==> config.mk <==
export PLATFORM = sky130hd
export DESIGN_NAME = serial_adder
export DESIGN_NICKNAME = d
export VERILOG_FILES = /design/src/rtl/serial_adder.sv
export SDC_FILE = /design/constraint.sdc
export NUM_CORES = 1
export LEC_CHECK = 0
export BUFFER_PORTS_ARGS = -buffer_cell sky130_fd_sc_hd__clkbuf_2
export CORE_MARGIN = 3
export CORE_UTILIZATION = 44
export CTS_CLUSTER_DIAMETER = 80
export DETAILED_ROUTE_END_ITERATION = 12
export PLACE_DENSITY = 0.66
export SLEW_MARGIN = 0
export SYNTH_ARGS = -nofsm -noshare
export SYNTH_HDL_FRONTEND = slang
export SYNTH_SLANG_ARGS = --single-unit
==> constraint.sdc <==
create_clock -name clk -period 1.88 [get_ports clk]
set_input_delay 0.094 -clock clk [delete_from_list [all_inputs] [get_ports clk]]
set_output_delay 0.094 -clock clk [all_outputs]
set_load 0.01 [all_outputs]
==> src/rtl/serial_adder.sv <==
// Bit-serial adder: one full_adder cell plus a carry flop computes
// {cout,sum} = a + b + cin over WIDTH cycles, LSB first.

module full_adder (
  input  logic a,
  input  logic b,
  input  logic cin,
  output logic sum,
  output logic cout
);
  assign sum  = a ^ b ^ cin;
  assign cout = (a & b) | (cin & (a ^ b));
endmodule

module serial_adder #(
  parameter int unsigned WIDTH = 8
) (
  input  logic             clk,
  input  logic             rst_n,
  input  logic             start,
  input  logic [WIDTH-1:0] a,
  input  logic [WIDTH-1:0] b,
  input  logic             cin,
  output logic             busy,
  output logic             done,
  output logic [WIDTH-1:0] sum,
  output logic             cout
);
  localparam int unsigned CNT_W = $clog2(WIDTH + 1);
  localparam logic [CNT_W-1:0] LAST_BIT = CNT_W'(WIDTH - 1);

  typedef enum logic [1:0] {IDLE, RUN, DONE} state_e;

  state_e             state_q, state_d;
  logic [WIDTH-1:0]   a_sr_q, a_sr_d;
  logic [WIDTH-1:0]   b_sr_q, b_sr_d;
  logic [WIDTH-1:0]   res_sr_q, res_sr_d;
  logic               carry_q, carry_d;
  logic [CNT_W-1:0]   cnt_q, cnt_d;
  logic [WIDTH-1:0]   sum_q, sum_d;
  logic               cout_q, cout_d;

  logic fa_sum;
  logic fa_cout;

  full_adder u_fa (
    .a    (a_sr_q[0]),
    .b    (b_sr_q[0]),
    .cin  (carry_q),
    .sum  (fa_sum),
    .cout (fa_cout)
  );

  always_comb begin
    // NOTE: every signal gets its hold value first so no path leaves it unassigned (no latch).
    state_d  = state_q;
    a_sr_d   = a_sr_q;
    b_sr_d   = b_sr_q;
    res_sr_d = res_sr_q;
    carry_d  = carry_q;
    cnt_d    = cnt_q;
    sum_d    = sum_q;
    cout_d   = cout_q;

    unique case (state_q)
      IDLE: begin
        if (start) begin
          a_sr_d  = a;
          b_sr_d  = b;
          carry_d = cin;
          cnt_d   = '0;
          state_d = RUN;
        end
      end
      RUN: begin
        res_sr_d = {fa_sum, res_sr_q[WIDTH-1:1]};
        a_sr_d   = {1'b0, a_sr_q[WIDTH-1:1]};
        b_sr_d   = {1'b0, b_sr_q[WIDTH-1:1]};
        carry_d  = fa_cout;
        cnt_d    = cnt_q + CNT_W'(1);
        // The last sum bit is still in flight, so publish from the shift-in value.
        if (cnt_q == LAST_BIT) begin
          sum_d   = {fa_sum, res_sr_q[WIDTH-1:1]};
          cout_d  = fa_cout;
          state_d = DONE;
        end
      end
      DONE:    state_d = IDLE;
      default: state_d = IDLE;
    endcase
  end

  // NOTE: sequential state uses non-blocking assignments so all flops update from pre-edge values.
  always_ff @(posedge clk or negedge rst_n) begin
    if (!rst_n) begin
      state_q  <= IDLE;
      a_sr_q   <= '0;
      b_sr_q   <= '0;
      res_sr_q <= '0;
      carry_q  <= 1'b0;
      cnt_q    <= '0;
      sum_q    <= '0;
      cout_q   <= 1'b0;
    end else begin
      state_q  <= state_d;
      a_sr_q   <= a_sr_d;
      b_sr_q   <= b_sr_d;
      res_sr_q <= res_sr_d;
      carry_q  <= carry_d;
      cnt_q    <= cnt_d;
      sum_q    <= sum_d;
      cout_q   <= cout_d;
    end
  end

  assign busy = (state_q == RUN);
  assign done = (state_q == DONE);
  assign sum  = sum_q;
  assign cout = cout_q;

endmodule

== Word level (Yosys, flattened, before mapping) ==
Cells that the tools add are included.
Storage, ports and cells
  bits in registers: 40
  bits in latches: 0
  memory bits (writable): 0
  bits in read-only memories: 0
  input bits: 20
  output and inout bits: 11
  memories: 0
Operators by class
  add/sub/neg operators: 1
  multiply operators: 0
  divide/modulo/power cells: 0
  magnitude comparators: 0
  eq/ne operators: 5
  shift operators: 0
  muxes and demuxes: 11
  bitwise gates (word level): 5
  reductions and logical operators: 5
Operators with widths (number)
  $pmux W8 S2: 2
  $mux W8: 2
  $pmux W4 S2: 1
  $reduce_and A2 Y1: 3
  $add A4 B1 Y4 const B: 1
  $eq A4 B3 Y1 const B: 1
  $mux W2: 2
  $mux W4: 1
  $pmux W2 S2: 1
  $and A1 B1 Y1: 2
  $eq A2 B1 Y1 const B: 1
  $eq A2 B2 Y1 const B: 1
  $logic_not A2 Y1: 1
  $ne A2 B1 Y1 const B: 1
  $ne A2 B2 Y1 const B: 1
  $pmux W1 S2: 1
  $reduce_bool A2 Y1: 1
  $xor A1 B1 Y1: 2
  $mux W1: 1
  $or A1 B1 Y1: 1

== Longest topological paths before layout ==
  depth after elaboration: 4
  gate-level depth with buffers: 6
  depth with buffers taken out: 4

== Modules after synthesis ==
From an unflattened synthesis, not the netlist that was laid out.
Second synthesis, totals
  cells, all modules: 168
  area total of the unflattened synthesis: 1765.4 um^2
Modules (own cells, without submodules)
  serial_adder: times used 1, cells each 167, area each 1745.4 um^2, seq. area each 975.9 um^2
  full_adder: times used 1, cells each 1, area each 20.0 um^2, seq. area each 0.0 um^2

== Worst setup path before layout ==
OpenSTA, ideal clock, no wires.
  kind: reg2reg
  start point: reg cnt_q[0]
  end point: reg cout_q, in the netlist cout
  setup time: 125 ps
  data arrival time: 1296 ps
  data required time: 1755 ps
  slack: 460 ps
  stages on the path, launching flop included: 5
  cell sequence: dfrtp_1 -> ha_1 -> nand2_1 -> nor3_4 -> mux2_2
On the way
  word-level cells in the longest chain between the ends: 2
RTL lines
  start: declaration: line 39  | logic [CNT_W-1:0] cnt_q, cnt_d;
  start signal: assignment: line 110  | cnt_q <= cnt_d;
  $eq A4 B3 Y1: line 82  | if (cnt_q == LAST_BIT) begin
  $reduce_and A2 Y1 (no line)
  end signal: assignment: line 112  | cout_q <= cout_d;
  end: declaration: line 41  | logic cout_q, cout_d;
Every way passes these cells.
A chain may end at the register's enable or synchronous reset.

== Worst setup path in the final report ==
  start point: reg cnt_q[0]
  end point: reg sum_q[6], in the netlist sum[6]
On the way
  word-level cells in the longest chain between the ends: 2
RTL lines
  $eq A4 B3 Y1: line 82
  $reduce_and A2 Y1 (no line)
  end signal: assignment: line 111  | sum_q <= sum_d;
  end: declaration: line 40  | logic [WIDTH-1:0] sum_q, sum_d;
Every way passes these cells.

==> flow_metrics.env <==
export IMPL_multi_input_area_um2=628
export IMPL_ys_flop_type="dfrtp_1"
export IMPL_dr_first_iter_drc_count=65
export IMPL_synth_nets=176
export IMPL_grt_overflow=0
export IMPL_antenna_cells=0
export IMPL_skew_ns=0.00847
export IMPL_critPathArrivalTime_ns=1.79
export IMPL_cts_max_path_buffers=2
export IMPL_yosysTopAreaCellShare_pct=59.0
export IMPL_period_share_pct=86.2
export IMPL_clkTransAtPathRegs_ns=0.07
export IMPL_first_global_vias=1226
export IMPL_drtAntennaViolNets=0
export IMPL_totalWireLength_um=3200
export IMPL_post_route_util_pct=57.2
export IMPL_antenna_found_initial=0
export IMPL_slowest_delay_ns=0.42
export IMPL_worstSetupEndpointType="flip-flop"
export IMPL_fin_hold_ws_ns=0.101
export IMPL_finalSetupTns_ns=0
export IMPL_cts_root_buf="clkbuf_8"
export IMPL_worst_slew_pin_slew_ns=0.505
export IMPL_ys_async_sr_fraction_pct=100
export IMPL_maxCapViolCount=0
export IMPL_die_y_um=67.3
export IMPL_vias=1229
export IMPL_synth_edff_count=0
export IMPL_syn_inst=154
export IMPL_die_x_um=67.3
export IMPL_core_area_um2=3470
export IMPL_post_route_drc_count=0
export IMPL_synth_cell_types=25
export IMPL_slew_viol_final=0
export IMPL_final_net_count=212
export IMPL_post_dp_hpwl_um=2270
export IMPL_worstSkewPairLatency_ns=0.29
export IMPL_ys_seq_elements=39
export IMPL_cts_setup_buffers=0
export IMPL_ys_warn_count=0
export IMPL_synth_seq_area_share_pct=59.0
export IMPL_cts_buffers=5
export IMPL_report_power_total_mw=3.24
export IMPL_startpoint_type="flip-flop"
export IMPL_netlist_top_cells_count="nand2_1 (40), dfrtp_1 (39), o21ai_0 (17)"
export IMPL_hold_violations=0
export IMPL_row_count=21
export IMPL_cpMaxStageDelayCell="nor3_4"
export IMPL_relSlewSlack_pct=66.2
export IMPL_synthTopCellsByArea="dfrtp_1 (59%), nand2_1 (9.1%), a22oi_1 (5.9%)"
export IMPL_crit_chain="ha_1, nand2_1, nor3_4, mux2_2"
export IMPL_grt_pass1_wl_um=5750
export IMPL_dieArea_um2=4530
export IMPL_tritoncts="done"
export IMPL_cp_max_fo=10
export IMPL_grt_max_degree=22
export IMPL_dp_cells=228
export IMPL_peakVddDrop_mv=0.689
export IMPL_drive_gt1_share_pct=27.9
export IMPL_nFillCells=327
export IMPL_vias_per_cell=5.21
export IMPL_setup_viol=0
export IMPL_grt_use_total_pct=17.3
export IMPL_finalCriticalPeriod_ns=1.62
export IMPL_power_leakage_nw=0.962
export IMPL_hold_path_class="input pin to flip-flop"
export IMPL_first_pass_iters=4
export IMPL_io_pin_count=31
export IMPL_critPathRequiredTime_ns=2.05
export IMPL_clock_sink_count=39
export IMPL_status="complete, no violations"
export IMPL_numPortBuffers=30
export IMPL_syn_area_um2=1650
export IMPL_grt_setup_unrepaired="false"
export IMPL_wl_per_cell_um=13.5
export IMPL_h_tree_depth=2
export IMPL_cts_resized=0
export IMPL_worstSetupPathType="flip-flop to flip-flop"
export IMPL_area_growth_pct=20.1
export IMPL_regArea_um2=976
export IMPL_yosysMostFrequentCell="nand2_1"
export IMPL_fmax_mhz=617
export IMPL_globalplace_congestion=0.763
export IMPL_initial_core_util_pct=47.7
export IMPL_synth_top_area_cell="dfrtp_1"
export IMPL_final_cells=236
export IMPL_cellPowerDensity_nw_per_um2=1630
export IMPL_avgSynthCellArea_um2=10.7
-- repair_timing --
| item | CTS | global route |
|---|---|---|
| setup endpoints to repair | 0 | 0 |
| hold buffers | 1 | 0 |
| hold endpoints to repair | 17 | 0 |
-- cell usage in the layout, fill, tap and decap left out, drive strengths merged, types with 2 or more instances in the layout --
master	count
a21oi	3
a22o	2
a22oi	13
and3b	2
buf	7
clkbuf	36
dfrtp	39
mux2	10
nand2	40
nand3	3
nor2	3
nor2b	3
o21ai	17
-- registers in the layout, indices dropped and copies added (netlist names) --
name      flops
a_sr_q        8
b_sr_q        8
sum           8
res_sr_q      7
cnt_q         4
state_q       2
carry_q       1
cout          1
-- per-stage QoR --
step,worst slack [ns],area [um2]
5_1_grt,0.0926,1980
3_5_place_dp,0.258,1870
2_1_floorplan,0.460,1650
3_3_place_gp,0.324,1870
6_report,0.259,1980
4_1_cts,0.240,1980
-- final timing paths --
kind / start / endpoint / slack [ns] / cells after the start
min in group asynchronous: rst_n / b_sr_q[3]$_DFFE_PN0P_ / 0.29 / 2
setup / recovery: cnt_q[0]$_DFFE_PN0P_ / sum[6]$_DFFE_PN0P_ / 0.26 / 4
max in group asynchronous: rst_n / sum[3]$_DFFE_PN0P_ / 1.03 / 3
hold reg to reg: res_sr_q[1]$_DFFE_PN0P_ / res_sr_q[1]$_DFFE_PN0P_ / 0.48 / 2
setup reg to reg: cnt_q[0]$_DFFE_PN0P_ / sum[6]$_DFFE_PN0P_ / 0.26 / 4
hold / removal: b[2] / b_sr_q[2]$_DFFE_PN0P_ / 0.10 / 3
-- kinds of logic after synthesis --
logic type / synth area share (%)
simple gates: 14.8
fa+ha+maj: 1.97
mux: 6.81
compound gates: 14.5
flops: 59.0
buf+inv: 2.95
-- report_power, final --
part	switching (mW)	internal [mW]	leakage, nW	total [mW]
clock	0.271	0.389	0.0513	0.659
combinational	0.647	0.515	0.405	1.16
sequential	0.231	1.19	0.506	1.42
-- routing by layer --
metal	part of all wire (%)	routed length, um	GRT usage, %
met4	1.8	58	6.84
met1	47	1510	23.8
met2	46	1480	25.5
met3	4.6	148	5.32
met5	0	0	0
-- critical path, delay by kind of cell, from the launching register on --
family        cells  cell delay (ns)
fa+ha+maj         1             0.20
flops             1             0.39
mux               1             0.39
simple gates      2             0.53
-- layout make-up --
| cell class | instances | area share [%] |
|---|---|---|
| flip-flops and latches | 39 | 49.2 |
| clock buffers | 6 | 3.66 |
| well taps | 46 | 2.90 |
| multi-input cells | 104 | 31.7 |
| clock inverters | 1 | 1.51 |
| inverters | 2 | 0.378 |
| repair buffers | 38 | 10.7 |
No activity file was read; power rests on OpenSTA's default activity.
